### config.mk
export PLATFORM = sky130hd
export DESIGN_NAME = multicycle_control
export DESIGN_NICKNAME = d
export VERILOG_FILES = /design/src/rtl/mips_ctrl_pkg.sv /design/src/rtl/multicycle_control_if.sv /design/src/rtl/alu_decoder.sv /design/src/rtl/multicycle_control_fsm.sv /design/src/rtl/multicycle_control.sv
export SDC_FILE = /design/constraint.sdc
export NUM_CORES = 1
export LEC_CHECK = 0
export ABC_AREA = 1
export BUFFER_PORTS_ARGS = -buffer_cell sky130_fd_sc_hd__buf_2
export CORE_MARGIN = 2
export CORE_UTILIZATION = 35
export CTS_CLUSTER_SIZE = 20
export DETAILED_ROUTE_END_ITERATION = 16
export GPL_TIMING_DRIVEN = 0
export PLACE_DENSITY = 0.79
export SLEW_MARGIN = 0
export SYNTH_ARGS = -nofsm -noshare
export SYNTH_HDL_FRONTEND = slang
export SYNTH_SLANG_ARGS = --single-unit
### constraint.sdc
create_clock -name clk -period 2.7 [get_ports clk]
set_clock_uncertainty 0.1 [all_clocks]
set_input_delay 0.27 -clock clk [delete_from_list [all_inputs] [get_ports clk]]
set_output_delay 0.27 -clock clk [all_outputs]
set_load 0.02 [all_outputs]
### src/rtl/mips_ctrl_pkg.sv
// Shared definitions for the multicycle MIPS control unit: state encodings,
// opcode/funct constants, datapath mux codes and the packed control word.
package mips_ctrl_pkg;

  typedef enum logic [3:0] {
    S_FETCH  = 4'd0,
    S_DECODE = 4'd1,
    S_MEMADR = 4'd2,
    S_MEMRD  = 4'd3,
    S_MEMWB  = 4'd4,
    S_MEMWR  = 4'd5,
    S_EXEC   = 4'd6,
    S_ALUWB  = 4'd7,
    S_BRANCH = 4'd8,
    S_ADDIEX = 4'd9,
    S_ADDIWB = 4'd10
  } state_t;

  localparam logic [5:0] OP_RTYPE = 6'h00;
  localparam logic [5:0] OP_LW    = 6'h23;
  localparam logic [5:0] OP_SW    = 6'h2B;
  localparam logic [5:0] OP_BEQ   = 6'h04;
  localparam logic [5:0] OP_ADDI  = 6'h08;

  localparam logic [5:0] FUNCT_ADD = 6'h20;
  localparam logic [5:0] FUNCT_SUB = 6'h22;
  localparam logic [5:0] FUNCT_AND = 6'h24;
  localparam logic [5:0] FUNCT_OR  = 6'h25;
  localparam logic [5:0] FUNCT_SLT = 6'h2A;

  localparam logic [2:0] ALUC_ADD = 3'b010;
  localparam logic [2:0] ALUC_SUB = 3'b110;
  localparam logic [2:0] ALUC_AND = 3'b000;
  localparam logic [2:0] ALUC_OR  = 3'b001;
  localparam logic [2:0] ALUC_SLT = 3'b111;

  localparam logic [1:0] SRCB_B       = 2'b00;
  localparam logic [1:0] SRCB_FOUR    = 2'b01;
  localparam logic [1:0] SRCB_IMM     = 2'b10;
  localparam logic [1:0] SRCB_IMM_SH2 = 2'b11;

  // ALUOP_IDLE marks states where the ALU result is unused; it decodes to all-zero.
  typedef enum logic [1:0] {
    ALUOP_ADD   = 2'b00,
    ALUOP_SUB   = 2'b01,
    ALUOP_FUNCT = 2'b10,
    ALUOP_IDLE  = 2'b11
  } aluop_t;

  typedef struct packed {
    logic       pc_write;
    logic       pc_src;
    logic       reg_write;
    logic       iord;
    logic       mem_write;
    logic       ir_write;
    logic       reg_dst;
    logic       mem_to_reg;
    logic       alu_src_a;
    logic [1:0] alu_src_b;
  } ctrl_t;

  function automatic logic is_mem_op(input logic [5:0] op);
    return (op == OP_LW) || (op == OP_SW);
  endfunction

endpackage

### src/rtl/multicycle_control_if.sv
// Control bundle between the multicycle controller and the DataPath.
// master = controller (drives control lines), slave = DataPath side.
interface multicycle_control_if;
  logic [5:0] Op;
  logic [5:0] Funct;
  logic       Zero;
  logic       PCWrite;
  logic       PCSrc;
  logic       RegWrite;
  logic       IorD;
  logic       MemWrite;
  logic       IRWrite;
  logic       RegDst;
  logic       MemtoReg;
  logic       ALUSrcA;
  logic [1:0] ALUSrcB;
  logic [2:0] ALUControl;

  modport master (
    input  Op, Funct, Zero,
    output PCWrite, PCSrc, RegWrite, IorD, MemWrite, IRWrite,
           RegDst, MemtoReg, ALUSrcA, ALUSrcB, ALUControl
  );

  modport slave (
    output Op, Funct, Zero,
    input  PCWrite, PCSrc, RegWrite, IorD, MemWrite, IRWrite,
           RegDst, MemtoReg, ALUSrcA, ALUSrcB, ALUControl
  );
endinterface

### src/rtl/alu_decoder.sv
// Combinational map from the FSM's ALUOp plus the instruction funct field
// to the 3-bit ALUControl code.
module alu_decoder
  import mips_ctrl_pkg::*;
(
  input  aluop_t     aluop_i,
  input  logic [5:0] funct_i,
  output logic [2:0] alu_control_o
);

  always_comb begin
    alu_control_o = 3'b000;
    case (aluop_i)
      ALUOP_ADD: alu_control_o = ALUC_ADD;
      ALUOP_SUB: alu_control_o = ALUC_SUB;
      ALUOP_FUNCT: begin
        // Unknown functs fall back to add so write-back still produces a value.
        case (funct_i)
          FUNCT_ADD: alu_control_o = ALUC_ADD;
          FUNCT_SUB: alu_control_o = ALUC_SUB;
          FUNCT_AND: alu_control_o = ALUC_AND;
          FUNCT_OR:  alu_control_o = ALUC_OR;
          FUNCT_SLT: alu_control_o = ALUC_SLT;
          default:   alu_control_o = ALUC_ADD;
        endcase
      end
      default: alu_control_o = 3'b000;
    endcase
  end

endmodule

### src/rtl/multicycle_control_fsm.sv
// Moore sequencer for the multicycle core: one microstep per clock, all
// control outputs decoded from the state register (PCWrite also sees Zero).
module multicycle_control_fsm
  import mips_ctrl_pkg::*;
(
  input  logic                clk,
  input  logic                rst_n,
  multicycle_control_if.master bus,
  output state_t              state_o
);

  state_t     state_q, state_d;
  ctrl_t      ctrl;
  aluop_t     aluop;
  logic [2:0] alu_control;

  always_ff @(posedge clk or negedge rst_n) begin
    if (!rst_n) state_q <= S_FETCH;
    else        state_q <= state_d;
  end

  // Op is stable from DECODE onward because IR only loads in FETCH.
  always_comb begin
    state_d = S_FETCH;
    case (state_q)
      S_FETCH:  state_d = S_DECODE;
      S_DECODE: begin
        if (is_mem_op(bus.Op))       state_d = S_MEMADR;
        else if (bus.Op == OP_RTYPE) state_d = S_EXEC;
        else if (bus.Op == OP_BEQ)   state_d = S_BRANCH;
        else if (bus.Op == OP_ADDI)  state_d = S_ADDIEX;
        else                         state_d = S_FETCH;
      end
      S_MEMADR: state_d = (bus.Op == OP_LW) ? S_MEMRD : S_MEMWR;
      S_MEMRD:  state_d = S_MEMWB;
      S_MEMWB:  state_d = S_FETCH;
      S_MEMWR:  state_d = S_FETCH;
      S_EXEC:   state_d = S_ALUWB;
      S_ALUWB:  state_d = S_FETCH;
      S_BRANCH: state_d = S_FETCH;
      S_ADDIEX: state_d = S_ADDIWB;
      S_ADDIWB: state_d = S_FETCH;
      default:  state_d = S_FETCH;
    endcase
  end

  always_comb begin
    ctrl  = '0;
    aluop = ALUOP_IDLE;
    case (state_q)
      S_FETCH: begin
        ctrl.ir_write  = 1'b1;
        ctrl.pc_write  = 1'b1;
        ctrl.alu_src_b = SRCB_FOUR;
        aluop          = ALUOP_ADD;
      end
      S_DECODE: begin
        ctrl.alu_src_b = SRCB_IMM_SH2;
        aluop          = ALUOP_ADD;
      end
      S_MEMADR, S_ADDIEX: begin
        ctrl.alu_src_a = 1'b1;
        ctrl.alu_src_b = SRCB_IMM;
        aluop          = ALUOP_ADD;
      end
      S_MEMRD: ctrl.iord = 1'b1;
      S_MEMWB: begin
        ctrl.reg_write  = 1'b1;
        ctrl.mem_to_reg = 1'b1;
      end
      S_MEMWR: begin
        ctrl.iord      = 1'b1;
        ctrl.mem_write = 1'b1;
      end
      S_EXEC: begin
        ctrl.alu_src_a = 1'b1;
        ctrl.alu_src_b = SRCB_B;
        aluop          = ALUOP_FUNCT;
      end
      S_ALUWB: begin
        ctrl.reg_write = 1'b1;
        ctrl.reg_dst   = 1'b1;
      end
      S_BRANCH: begin
        ctrl.alu_src_a = 1'b1;
        ctrl.alu_src_b = SRCB_B;
        ctrl.pc_src    = 1'b1;
        ctrl.pc_write  = bus.Zero;
        aluop          = ALUOP_SUB;
      end
      S_ADDIWB: ctrl.reg_write = 1'b1;
      default: ;
    endcase
  end

  alu_decoder u_alu_decoder (
    .aluop_i       (aluop),
    .funct_i       (bus.Funct),
    .alu_control_o (alu_control)
  );

  assign bus.PCWrite    = ctrl.pc_write;
  assign bus.PCSrc      = ctrl.pc_src;
  assign bus.RegWrite   = ctrl.reg_write;
  assign bus.IorD       = ctrl.iord;
  assign bus.MemWrite   = ctrl.mem_write;
  assign bus.IRWrite    = ctrl.ir_write;
  assign bus.RegDst     = ctrl.reg_dst;
  assign bus.MemtoReg   = ctrl.mem_to_reg;
  assign bus.ALUSrcA    = ctrl.alu_src_a;
  assign bus.ALUSrcB    = ctrl.alu_src_b;
  assign bus.ALUControl = alu_control;
  assign state_o        = state_q;

endmodule

### src/rtl/multicycle_control.sv
// Main control unit for the multicycle MIPS core; flat DataPath-facing ports
// bundled internally onto the controller interface.
module multicycle_control
  import mips_ctrl_pkg::*;
#(
  parameter int STATE_W = 4
) (
  input  logic               clk,
  input  logic               reset,
  input  logic [5:0]         Op,
  input  logic [5:0]         Funct,
  input  logic               Zero,
  output logic               PCWrite,
  output logic               PCSrc,
  output logic               RegWrite,
  output logic               IorD,
  output logic               MemWrite,
  output logic               IRWrite,
  output logic               RegDst,
  output logic               MemtoReg,
  output logic               ALUSrcA,
  output logic [1:0]         ALUSrcB,
  output logic [2:0]         ALUControl,
  output logic [STATE_W-1:0] state_o
);

  multicycle_control_if ctrl_bus ();
  state_t state;

  assign ctrl_bus.Op    = Op;
  assign ctrl_bus.Funct = Funct;
  assign ctrl_bus.Zero  = Zero;

  // reset is active-low and asynchronous; it feeds the FSM register directly.
  multicycle_control_fsm u_fsm (
    .clk     (clk),
    .rst_n   (reset),
    .bus     (ctrl_bus),
    .state_o (state)
  );

  assign PCWrite    = ctrl_bus.PCWrite;
  assign PCSrc      = ctrl_bus.PCSrc;
  assign RegWrite   = ctrl_bus.RegWrite;
  assign IorD       = ctrl_bus.IorD;
  assign MemWrite   = ctrl_bus.MemWrite;
  assign IRWrite    = ctrl_bus.IRWrite;
  assign RegDst     = ctrl_bus.RegDst;
  assign MemtoReg   = ctrl_bus.MemtoReg;
  assign ALUSrcA    = ctrl_bus.ALUSrcA;
  assign ALUSrcB    = ctrl_bus.ALUSrcB;
  assign ALUControl = ctrl_bus.ALUControl;
  assign state_o    = STATE_W'(state);

endmodule

# Yosys cells after proc, flatten, opt, wreduce, memory -nomap -nowiden

Cells that the tools add are included.

Flip-flop bits (word level): 4
Bits in latches: 0
Bits in writable memories: 0
Memory bits (read-only): 0
Input port bits: 15
Output and inout port bits: 18
Logic and storage cells: 49
Memories kept: 0

Add/sub/neg operators: 0
Multiply operators: 0
Div/mod/pow operators: 0
$lt $le $gt $ge: 0
Equality and inequality tests: 20
Shift operators: 0
Multiplexer cells: 19
Bitwise logic cells: 0
Reduce and logical (&&, ||, !) cells: 9

Operators by type and width:

| cell                                                                   | number |
|---|---|
| 6-bit equality test (second input constant)                            | 6 |
| 4-bit one-hot mux with 6 select lines                                  | 1 |
| 4-bit by 3-bit equality test with 1-bit output (second input constant) | 4 |
| 4-bit two-way mux                                                      | 4 |
| 4-bit equality test (second input constant)                            | 3 |
| 2-bit one-hot mux with 3 select lines                                  | 2 |
| 3-bit one-hot mux with 4 select lines                                  | 1 |
| 3-bit one-hot mux with 3 select lines                                  | 1 |
| 4-bit by 2-bit equality test with 1-bit output (second input constant) | 2 |
| 1-bit two-way mux                                                      | 8 |
| 4-bit OR reduction                                                     | 2 |
| 6-bit by 3-bit equality test with 1-bit output (second input constant) | 1 |
| 6-bit by 4-bit equality test with 1-bit output (second input constant) | 1 |
| 6-bit logical NOT                                                      | 1 |
| 4-bit by 1-bit equality test with 1-bit output (second input constant) | 1 |
| 4-bit logical NOT                                                      | 1 |
| 2-bit OR reduction                                                     | 2 |
| 3-bit two-way mux                                                      | 1 |
| 3-bit OR reduction                                                     | 1 |
| 2-bit by 1-bit equality test with 1-bit output (second input constant) | 1 |
| 2-bit equality test (second input constant)                            | 1 |
| 2-bit logical NOT                                                      | 1 |
| 1-bit one-hot mux with 2 select lines                                  | 1 |
| 1-bit logical OR                                                       | 1 |

# Logic depth before layout (Yosys ltp)

Depth after elaboration: 6
Gate-level depth with buffers: 8
Mapped depth without buffers: 8

# By module

Synthesis repeated with hierarchy kept, for this count alone.

Cells, all modules: 100
Area total of the unflattened synthesis: 526.8 um^2

Modules (own cells, without submodules):

| module                 | times used | cells an instance | area each (um^2) | sequential area each (um^2) |
|---|---|---|---|---|
| multicycle_control_fsm | 1          | 76                | 417.9            | 100.1 |
| alu_decoder            | 1          | 24                | 108.9            | 0.0 |

# Least setup slack after synthesis

No wires, ideal clock.

Kind: reg2out
Start: register u_fsm.state_q[2] (netlist: u_fsm.state_o[2])
End: output port RegWrite
Data arrival time: 1.520 ns
Data required time: 2.330 ns
Path slack: 0.810 ns
Stages on the path, launching flop included: 7
Path buffers: 0
Cell sequence: dfrtp_1 -> inv_1 -> nor2_1 -> inv_1 -> nor3_1 -> nor2_1 -> o21ai_0

Longest elaborated chain between the ends: 3
Elaborated cells on any way between the ends: 5
Classes of those cells: eq/ne (3); mux (1); reduce/logical (1)

RTL lines:

| what                                                                                         | RTL line                     | text |
|---|---|---|
| start, declared                                                                              | multicycle_control_fsm.sv:12 | `state_t state_q, state_d;` |
| start signal, assigned                                                                       | multicycle_control_fsm.sv:19 | `else state_q <= state_d;` |
| 4-bit by 3-bit equality test with 1-bit output / 4-bit equality test (equally long branches) | multicycle_control_fsm.sv:50 | `case (state_q)` |
| 3-bit OR reduction (no source line) *                                                        | --                           |  |
| 1-bit two-way mux *                                                                          | multicycle_control_fsm.sv:50 |  |
| end, declared                                                                                | multicycle_control.sv:15     | `output logic RegWrite,` |

Mark *: on every way between the ends. The rest lies on a longest branch, timed or not.

# Worst setup path in the final report

Start: register u_fsm.state_q[3] (netlist: u_fsm.state_o[3])
End: output port ALUControl[1]

Longest elaborated chain between the ends: 5
Elaborated cells on any way between the ends: 12
Classes of those cells: eq/ne (7); mux (2); reduce/logical (3)

RTL lines:

| what                                                                   | RTL line                     | text |
|---|---|---|
| 4-bit by 2-bit equality test with 1-bit output (tied with other cells) | multicycle_control_fsm.sv:50 |  |
| 4-bit OR reduction (no source line)                                    | --                           |  |
| 2-bit one-hot mux with 3 select lines *                                | multicycle_control_fsm.sv:50 |  |
| 2-bit equality test (tied with other cells)                            | alu_decoder.sv:13            | `case (aluop_i)` |
| 3-bit one-hot mux with 3 select lines *                                | alu_decoder.sv:13            |  |
| end, declared                                                          | multicycle_control.sv:23     | `output logic [2:0] ALUControl,` |

Marked as above.

==> run_results.csv <==
group,metric,value,unit
outcome,status,"finished clean",
synth,synth_edf_count,0,
detailed_routing,routed_wl,1300,microns
setup_path,crit_top_cell,"nor2_2",
floorplan,die_h,42.8,microns
setup_path,critical_path.slowest_cell,"dfrtp_1",
synth,synthArstFlopShare,1.00,
global_routing,grt_pass1_vias,549,
synth,synth_top_area_frac,0.190,
synth,synth.area.top_cells,"dfrtp_1, inv_1, nor2_1",
floorplan,rows,13,
detailed_routing,vias,689,
setup_path,path_cells,"nor2_1 > inv_1 > nor2_2 > nand3b_4 > nor2_2 > nand3_2 > buf_2",
setup_path,required,2.33,ns
detailed_routing,first_pass_iters,4,
clocking,cts.sinks,4,
place,dp.cells,144,
layout,largest_register_ffs,4,
place,postPlaceCellArea,704,sq um
synth,synth_seq_area_share,0.190,
global_routing,antenna_found_initial,0,
global_routing,grt_overflow_total,0,
synth,synth-main-ff-cell,"dfrtp_1",
layout,n_fill_cell,142,
timing,setup_violations,0,
setup_path,cp_top_family,"simple AND/OR/NAND/NOR gates",
clocking,cts_setup_buffers,0,
setup_path,end_kind,"output port",
clocking,cts_max_path_buffers,2,
layout,n_antenna_cell,0,
floorplan,core_area,1350,sq um
pwr,powerDensity,643,nW/um^2
place,dp_hpwl,1130,microns
detailed_routing,top_layer_used,"met4",
layout,mostFrequentLayoutCells,"buf_2, nor2_1, inv_1",
timing,rsz0062_at_grt,"no",
global_routing,grt_pass1_wl,1990,microns
synth,syn_nets,112,
setup_path,cpPeakStageDelay,0.39,ns
setup_path,reg2reg_slack,1.46,ns
clocking,cts_max_level,1,
timing,setup_tns,0,ns
layout,final_common_cell,"buf_2",
setup_path,critPathLaunchType,"flip-flop",
floorplan,initial_utilization,0.389,
worst_hold_path,hp-class,"input pin to async pin",
synth,synth_cells,97,
global_routing,grtUsageTotal,0.141,
detailed_routing,wl_met3,78,microns
detailed_routing,met1Wirelength,560,microns
layout,layout.nets,150,
clocking,clock_latency,0.23,ns
detailed_routing,first_iter_violations,10,
place,io_buffers,32,
clocking,cts_buffers,3,
synth,ys_seq_elements,4,
setup_path,crit_buf_inv,2,
layout,synthToLayoutAreaGrowth,40.2,%
layout,final_cell_count_no_fill,148,
setup_path,crit_type,"flip-flop to output port",
synth,yosys_warnings,0,
synth,synth_cell_types,18,
pwr,power_leakage,0.000462,uW
floorplan,die_area,1830,sq um
pwr,ir_drop,281,uV
floorplan,io_pins,33,
layout,postLayoutCellArea,737,sq um
synth,syn_avg_cell_area,5.42,sq um
detailed_routing,wire_per_inst,8.79,microns
floorplan,die_width,42.8,microns
place,place_congestion,0.747,
detailed_routing,drc,0,
timing,hold_viol,0,
job,max_cap_viol_count,0,
timing,fmax,538,MHz
timing,max_slew.worst_pin.slew,0.230,ns
timing,timing.final.crit_share,0.688,
clocking,clk_pin_slew,0.04,ns
detailed_routing,antenna_left,0,
detailed_routing,avgViaCountPerCell,4.66,
timing,layout_min_cycle_time,1.86,ns
setup_path,crit_fanout,5,
setup_path,cp.arrival,1.49,ns
timing,slew_violations,0,
synth,synthesis.area,526,sq um
detailed_routing,routed-wl-met2,656,microns
synth,yosysTopAreaCell,"dfrtp_1",
global_routing,grt_max_degree,6,
timing,slew_headroom,0.845,
clocking,cts_tree,"built",
clocking,cts_root_buf,"clkbuf_4",
layout,drive_above_1_share,0.353,
synthesized netlist by cell type, types with 2 or more instances:
cell type,instances
inv_1,23
nor2_1,23
nor3_1,4
o21ai_0,4
dfrtp_1,4
nand2_2,2
inv_2,3
nand3_1,7
nand2_1,13
nand4_1,3
nor2_2,4
stage by stage:
| stage | power (uW) | hold WS (ns) | utilization | setup slack [ns] |
|---|---|---|---|---|
| detailed placement | 402 | -0.0238 | 0.522 | 1.08 |
| CTS | 479 | 0.259 | 0.546 | 0.827 |
| global placement | 399 | -0.0258 | 0.522 | 1.11 |
| floorplan | 308 | -0.126 | - | 0.810 |
| finish | 474 | 0.266 | 0.546 | 0.842 |
| global route | 509 | 0.265 | 0.546 | 0.667 |
per-layer routing:
metal / global-route usage / up-vias
li1: - / 371
met1: 0.159 / 293
met2: 0.248 / 23
met3: 0.0255 / 2
met4: 0.0750 / 0
met5: 0 / -
kinds of logic (layout without fill, tap and decap cells):
group                  count (synthesis)  count (layout)  synth area share
AOI/OAI and AO/OA                      7               7            0.0738
and+or+nand+nor                       60              60             0.550
buffers and inverters                 26              62             0.186
DFF                                    4               4             0.190
report_power, final:
part / total [uW] / internal (uW) / switching, uW
sequential: 86.7 / 72.4 / 14.4
clock: 71.6 / 49.6 / 22.1
combinational: 316 / 110 / 205
area by class of cell:
| cell class | count | area (sq um) | share of cell area |
|---|---|---|---|
| repair buffers | 33 | 170 | 0.231 |
| inverters | 26 | 97.6 | 0.132 |
| flip-flops and latches | 4 | 100 | 0.136 |
| clock buffers | 3 | 22.5 | 0.0306 |
| multi-input cells | 67 | 328 | 0.445 |
| well taps | 15 | 18.8 | 0.0255 |
final timing paths:
check	start	end	depth (start not counted)
setup / recovery	u_fsm.state_o[3]$_DFF_PN0_	ALUControl[1]	7
hold / removal	reset	u_fsm.state_o[1]$_DFF_PN0_	2
setup reg to reg	u_fsm.state_o[0]$_DFF_PN0_	u_fsm.state_o[1]$_DFF_PN0_	7
hold reg to reg	u_fsm.state_o[2]$_DFF_PN0_	u_fsm.state_o[3]$_DFF_PN0_	5
max in group asynchronous	reset	u_fsm.state_o[0]$_DFF_PN0_	2
min in group clk	Op[4]	u_fsm.state_o[1]$_DFF_PN0_	4
timing repair:
| item | CTS | global route |
|---|---|---|
| hold buffers | 1 | 0 |
| gates resized for setup | 0 | 0 |
| hold endpoints to repair | 4 | 0 |
| endpoints found under the setup margin | 0 | 0 |
No activity file was read; power rests on OpenSTA's default activity.
